## src/rtl/pipe_stage_reg.sv

```systemverilog
// Generic pipeline stage register carrying data and control bundles under valid/ready,
// with flush and an optional two-entry skid buffer that keeps in_ready registered.
module pipe_stage_reg #(
    parameter int unsigned DATA_W  = 96,
    parameter int unsigned CTRL_W  = 8,
    parameter bit          SKID_EN = 1'b1
) (
    input  logic              clk,
    input  logic              rstn,
    input  logic              in_valid,
    output logic              in_ready,
    input  logic [DATA_W-1:0] in_data,
    input  logic [CTRL_W-1:0] in_ctrl,
    input  logic              flush,
    output logic              out_valid,
    input  logic              out_ready,
    output logic [DATA_W-1:0] out_data,
    output logic [CTRL_W-1:0] out_ctrl,
    output logic [1:0]        occupancy
);

    localparam int unsigned OCC_W = 2;

    logic              main_valid, main_valid_n;
    logic [DATA_W-1:0] main_data,  main_data_n;
    logic [CTRL_W-1:0] main_ctrl,  main_ctrl_n;
    logic              skid_valid, skid_valid_n;
    logic [DATA_W-1:0] skid_data,  skid_data_n;
    logic [CTRL_W-1:0] skid_ctrl,  skid_ctrl_n;
    logic              ready_q,    ready_n;
    logic [OCC_W-1:0]  occ_q,      occ_n;
    logic              in_fire;
    logic              out_fire;

    // Skid mode exposes a registered ready; single-register mode passes out_ready through.
    assign in_ready  = SKID_EN ? ready_q : (rstn & (~main_valid | out_ready));
    assign in_fire   = in_valid & in_ready;
    assign out_fire  = main_valid & out_ready;

    assign out_valid = main_valid;
    assign out_data  = main_data;
    assign out_ctrl  = main_ctrl;
    assign occupancy = occ_q;

    // Next-state: every entry that empties also has its ctrl zeroed on the same edge.
    always_comb begin
        main_valid_n = main_valid;
        main_data_n  = main_data;
        main_ctrl_n  = main_ctrl;
        skid_valid_n = skid_valid;
        skid_data_n  = skid_data;
        skid_ctrl_n  = skid_ctrl;

        if (flush) begin
            main_valid_n = 1'b0;
            main_ctrl_n  = '0;
            skid_valid_n = 1'b0;
            skid_ctrl_n  = '0;
        end else if (SKID_EN) begin
            if (skid_valid) begin
                if (out_fire) begin
                    main_valid_n = 1'b1;
                    main_data_n  = skid_data;
                    main_ctrl_n  = skid_ctrl;
                    skid_valid_n = 1'b0;
                    skid_ctrl_n  = '0;
                end
            end else if (in_fire) begin
                if (~main_valid | out_fire) begin
                    main_valid_n = 1'b1;
                    main_data_n  = in_data;
                    main_ctrl_n  = in_ctrl;
                end else begin
                    skid_valid_n = 1'b1;
                    skid_data_n  = in_data;
                    skid_ctrl_n  = in_ctrl;
                end
            end else if (out_fire) begin
                main_valid_n = 1'b0;
                main_ctrl_n  = '0;
            end
        end else begin
            if (in_fire) begin
                main_valid_n = 1'b1;
                main_data_n  = in_data;
                main_ctrl_n  = in_ctrl;
            end else if (out_fire) begin
                main_valid_n = 1'b0;
                main_ctrl_n  = '0;
            end
        end

        if (!SKID_EN) begin
            skid_valid_n = 1'b0;
            skid_data_n  = '0;
            skid_ctrl_n  = '0;
        end

        ready_n = ~skid_valid_n;
        occ_n   = OCC_W'(main_valid_n) + OCC_W'(skid_valid_n);
    end

    // State register with synchronous active-low reset.
    always_ff @(posedge clk) begin
        if (!rstn) begin
            main_valid <= 1'b0;
            main_data  <= '0;
            main_ctrl  <= '0;
            skid_valid <= 1'b0;
            skid_data  <= '0;
            skid_ctrl  <= '0;
            ready_q    <= 1'b0;
            occ_q      <= '0;
        end else begin
            main_valid <= main_valid_n;
            main_data  <= main_data_n;
            main_ctrl  <= main_ctrl_n;
            skid_valid <= skid_valid_n;
            skid_data  <= skid_data_n;
            skid_ctrl  <= skid_ctrl_n;
            ready_q    <= ready_n;
            occ_q      <= occ_n;
        end
    end

endmodule

```

## config.mk

```make
export PLATFORM = sky130hd
export DESIGN_NAME = pipe_stage_reg
export DESIGN_NICKNAME = d
export VERILOG_FILES = /design/src/rtl/pipe_stage_reg.sv
export SDC_FILE = /design/constraint.sdc
export NUM_CORES = 1
export LEC_CHECK = 0
export BUFFER_PORTS_ARGS = -buffer_cell sky130_fd_sc_hd__buf_2
export CORE_UTILIZATION = 54
export CTS_CLUSTER_SIZE = 20
export DETAILED_ROUTE_END_ITERATION = 8
export GPL_ROUTABILITY_DRIVEN = 0
export MAX_ROUTING_LAYER = met4
export PLACE_DENSITY_LB_ADDON = 0.3
export SLEW_MARGIN = 20
export SYNTH_ARGS = -nofsm -noshare
export SYNTH_HDL_FRONTEND = slang
export SYNTH_SLANG_ARGS = --single-unit
export TNS_END_PERCENT = 30
```

## constraint.sdc

```tcl
create_clock -name clk -period 1.99 [get_ports clk]
set_input_delay 0.199 -clock clk [delete_from_list [all_inputs] [get_ports clk]]
set_output_delay 0.199 -clock clk [all_outputs]
set_load 0.03 [all_outputs]
```

Yosys cells after proc, flatten, opt, wreduce, memory -nomap -nowiden
Index checks and enable logic that the tools add are counted.
Word-level totals
  bits in registers: 213
  input bits: 109
  output and inout port bits: 108
  logic and storage cells: 52
Cells by class
  $add $sub $neg: 1
  equality and inequality tests: 3
  mux-type cells: 23
  bitwise operators: 9
  reduce and logical (&&, ||, !) cells: 8
Operators with widths (count)
  $mux W96: 4
  $mux W8: 8
  $mux W1: 11
  $reduce_and A4 Y1: 2
  $not A1 Y1: 6
  $reduce_and A3 Y1: 2
  $reduce_bool A2 Y1: 3
  $ne A3 B2 Y1 const B: 1
  $add A1 B1 Y2: 1
  $and A1 B1 Y1: 2
  $ne A2 B1 Y1 const B: 1
  $ne A2 B2 Y1 const B: 1
  $reduce_or A2 Y1: 1
  $or A1 B1 Y1: 1

Logic depth before layout (Yosys ltp)
  depth in word-level cells: 7
  gate-level depth with buffers: 8
  mapped depth without buffers: 5

Worst setup path after synthesis
Ideal clock, no wire load.
  path type: reg2reg
  start: reg main_valid (netlist: out_valid)
  end: reg occ_q[0] (netlist: occupancy[0])
  setup time: 0.115 ns
  arrival: 1.713 ns
  required time: 1.875 ns
  slack: 0.162 ns
  stages on the path, launching flop included: 7
  buffers on the path: 2
  clock period less this slack: 1.828 ns
  path through: dfxtp_1 -> clkbuf_1 -> and2_1 -> clkbuf_1 -> nor3_1 -> ha_1 -> and2_1
On the way
  cells in the longest elaborated chain, start to end: 7
  elaborated cells on any way between the ends: 15
  those cells by class: 1 x add/sub; 11 x mux; 3 x bitwise
Ends and longest elaborated chain
  start, declared: line 24  | logic main_valid, main_valid_n;
  start signal, assigned: line 115  | main_valid <= main_valid_n;
  $and A1 B1 Y1 / $not A1 Y1 (equally long branches): line 38, 69
  $or A1 B1 Y1: line 69  | if (~main_valid | out_fire) begin
  $mux W1: line 69
  $mux W1: line 68  | end else if (in_fire) begin
  $mux W1 *: line 60  | if (skid_valid) begin
  $mux W1 *: line 54  | if (flush) begin
  via skid_valid_n: line 27  | logic skid_valid, skid_valid_n;
  $add A1 B1 Y2 *: line 100  | occ_n = OCC_W'(main_valid_n) + OCC_W'(skid_valid_n);
  via occ_n[0]: line 31  | logic [OCC_W-1:0] occ_q, occ_n;
  end signal, assigned: line 122  | occ_q <= occ_n;
  end, declared: line 31
Mark *: on every way through the listed nets, which the timed path passes. The rest lies on a longest branch.
A chain may end at the register's enable or synchronous reset.

Worst setup path in the final report
  start: reg skid_valid
  end: reg skid_data[57]
On the way
  cells in the longest elaborated chain, start to end: 2
Ends and longest elaborated chain
  start, declared: line 27
  start signal, assigned: line 118  | skid_valid <= skid_valid_n;
  $not A1 Y1 (no source line)
  $reduce_and A4 Y1 (no source line)
  end signal, assigned: line 119  | skid_data <= skid_data_n;
  end, declared: line 28  | logic [DATA_W-1:0] skid_data, skid_data_n;
No other way between the ends.

==> metrics <==
synthesized area 0.00975 mm^2; kind of critical path reg -> reg; power share of the clock group 0.412; Filler cells 1307; Power, Total 9.36 mW; number of nets still failing antenna checks after routing 0; Worst Hold Class in -> reg; cell area reported after detailed placement 0.0111 mm^2; WP data required 2.42 ns; cells on worst reg2reg path 5; final-report max-slew violation count 0; DRC violations left 0; Leakage 5.76 nW; number of flip-flops and latches in the synthesized netlist 213; detailed-routing iteration count for the pre-antenna-repair pass 4; power per cell area 738 mW/mm^2; predominant post-synthesis flop cell sky130_fd_sc_hd__dfxtp_1; setup slack at placement 0.226 ns; capturing element type of the critical path flip-flop; slew margin rel. 0.570; worst setup margin 0.282 ns; time the final worst path needs with I/O delays and setup 1.71 ns; IO buf count 216; number of different library cells in the post-synthesis netlist 32; total number of yosys warnings 0; Met2 Wirelength 11.4 mm; Routed WL per cell 14.8 um; final std cells w/o fill 1580; Met1 Wirelength 10.0 mm; EDFF count, synth 0; Worst Setup SP skid_valid$_SDFF_PN0_; 1st-iter DRT viols 300; area of the core 0.0175 mm^2; result of the run finished, final reports clean; sum of met3 wire segment lengths after detailed routing 1.12 mm; CTS Root Buffer Type sky130_fd_sc_hd__clkbuf_16; Flop pwr share 0.469; total die area 0.0186 mm^2; switching power 2.33 mW; max cap viols 0; fraction of layout cells with a size suffix above 1 0.276; uppermost layer routed met4; net switching fraction of the power 0.249; chip width 136 um; H-Tree Depth 1; Core Util, Final 0.726; signed area change from the synthesized netlist to the final layout 30.2%; slew of the pin with the lowest slew margin 0.645 ns; synthesized instance count 1061; Arrival @ worst endpoint 2.14 ns; number of buffers created by CTS 23; fraction of the yosys area taken by sequential cells 0.437; Critical R2R Launch skid_valid$_SDFF_PN0_; CTS tree done; type of origin of the critical path flip-flop; final-report setup violation count 0; fraction of the mapped netlist area in simple logic gates 0.185; maximum number of pins on one net before global-route repair 61; cell row count 48; multiplexer fraction of the synthesized cell area 0.308; Setup TNS Final 0 ns; post-layout instance area 0.0127 mm^2; number of buffers inserted to repair setup after CTS 0; initial antenna violation count 3; Max Freq 586 MHz; final hold viol count 0; synthesized-area fraction occupied by xor and xnor cells 0; Longest Clk Path Bufs 3; mean post-synth cell area 9.19 um^2; compound-gate portion of the synthesized area 0.0219; Hold WS 0.00911 ns; overall global routing resource usage 0.255; vias in the first global route 7924; post-synthesis async set-or-reset flop share 0; CP Max Fanout 21; hpwl dp 14.2 mm; die height 136 um; placed insts 1441; worst-skew pair later-pin latency 0.51 ns; detailed-route via count 8192; hold buffers post-CTS 96; detailed-route vias per instance 5.18; number of gates resized after CTS 0; Cell Int Power 7.03 mW; starting utilization of the core area 0.558; number of placed I/O pins 217; Max rail drop VDD 630 uV; clock slew seen by the registers of the worst setup and hold paths 0.06 ns; total number of clock tree sinks 213; largest clock skew in the final design 0.0127 ns; number of nets at the end of the flow 1447; RSZ-0062 raised after global routing false; Tcrit/Tclk final 0.858; part of the total power dissipated in combinational logic 0.119; area share of fa/ha/maj cells after synthesis 0.00128; Post-Synthesis Net Count 1171; overflow left after global routing 0; aggregate routed wire length 23.4 mm; Hold Path Stages 3; launch instance of the worst min-delay path in_data[41]; largest family of logic cells by synthesized area multiplexers; first-pass GRT wire length 37.2 mm
-- critical path: stages (launching register included) --
cell and delay (ns):
sky130_fd_sc_hd__dfxtp_4 0.37, sky130_fd_sc_hd__nand4bb_1 0.21, sky130_fd_sc_hd__nor3b_2 0.32, sky130_fd_sc_hd__buf_4 0.28, sky130_fd_sc_hd__buf_12 0.22, sky130_fd_sc_hd__mux2i_1 0.22
-- logic make-up (layout without fill, tap and decap cells) --
| family | after synthesis | after routing |
|---|---|---|
| other | 0 | 5 |
| AO/OA/AOI/OAI | 28 | 28 |
| buffers and inverters | 89 | 378 |
| adder cells (fa/ha/maj) | 1 | 1 |
| multiplexers | 288 | 288 |
| AND/OR/NAND/NOR | 442 | 442 |
| flip-flops | 213 | 213 |
-- Yosys cell counts (2+ instances only) --
| master | instances | area, um^2 |
|---|---|---|
| sky130_fd_sc_hd__mux2_2 | 96 | 1080 |
| sky130_fd_sc_hd__buf_1 | 2 | 7.51 |
| sky130_fd_sc_hd__nand4b_1 | 7 | 61.3 |
| sky130_fd_sc_hd__mux2i_1 | 192 | 1920 |
| sky130_fd_sc_hd__a32oi_1 | 7 | 61.3 |
| sky130_fd_sc_hd__nor2b_1 | 9 | 56.3 |
| sky130_fd_sc_hd__dfxtp_1 | 213 | 4260 |
| sky130_fd_sc_hd__buf_2 | 18 | 90.1 |
| sky130_fd_sc_hd__buf_4 | 5 | 37.5 |
| sky130_fd_sc_hd__a21boi_0 | 2 | 15.0 |
| sky130_fd_sc_hd__a211oi_1 | 7 | 52.6 |
| sky130_fd_sc_hd__and2_1 | 3 | 18.8 |
| sky130_fd_sc_hd__nand2b_1 | 9 | 56.3 |
| sky130_fd_sc_hd__nand2_1 | 389 | 1460 |
| sky130_fd_sc_hd__nor2_1 | 2 | 7.51 |
| sky130_fd_sc_hd__nand3_1 | 8 | 40.0 |
| sky130_fd_sc_hd__buf_6 | 10 | 113 |
| sky130_fd_sc_hd__a31oi_1 | 8 | 50.1 |
| sky130_fd_sc_hd__clkbuf_1 | 53 | 199 |
| sky130_fd_sc_hd__nor3_1 | 9 | 45.0 |
-- worst paths after layout --
kind / endpoint / slack (ns)
min reg2reg: out_data[25]$_SDFFE_PN0P_ / 0.45
max: skid_data[57]$_SDFFE_PN0P_ / 0.28
max reg2reg: skid_data[57]$_SDFFE_PN0P_ / 0.28
min: skid_data[41]$_SDFFE_PN0P_ / 0.009
-- power groups by stage --
stage | combinational (mW) | clock (mW) | sequential (mW)
global route | 1.20 | 4.10 | 4.40
detailed placement | 0.947 | 0 | 4.48
global placement | 0.931 | 0 | 4.48
CTS | 1.10 | 3.92 | 4.39
finish | 1.11 | 3.86 | 4.39
floorplan | 0.473 | 0 | 4.64
-- registers in the layout, indices dropped and copies added, names as in the netlist --
| register | cells |
|---|---|
| skid_ctrl | 8 |
| skid_data | 96 |
| occupancy | 2 |
| in_ready | 1 |
| out_data | 96 |
| out_valid | 1 |
| out_ctrl | 8 |
| skid_valid | 1 |
-- metal layers --
layer	up-vias	track usage
met5	-	-
met4	0	0.107
met2	217	0.433
met1	3820	0.298
met3	63	0.0403
li1	4092	-
-- cells in the final DEF (no fill, tap or decap), drive strengths merged, types with 8 or more instances in the layout --
master / n
nand2: 389
buf: 243
dfxtp: 213
mux2i: 192
mux2: 96
dlygate4sd3: 96
clkbuf: 34
nor3: 9
nand2b: 9
nor2b: 9
a31oi: 8
nand3: 8
-- final cells by class --
class | instances | area, um^2 | share of cell area
multi-input cells | 759 | 5050 | 0.398
flip-flops and latches | 213 | 4270 | 0.336
repair buffers | 339 | 2420 | 0.190
clock buffers | 34 | 627 | 0.0494
well taps | 225 | 282 | 0.0222
clock inverters | 4 | 30.0 | 0.00237
diodes | 5 | 12.5 | 0.000986
inverters | 1 | 3.75 | 0.000296
(Power assumes the default switching activity.)
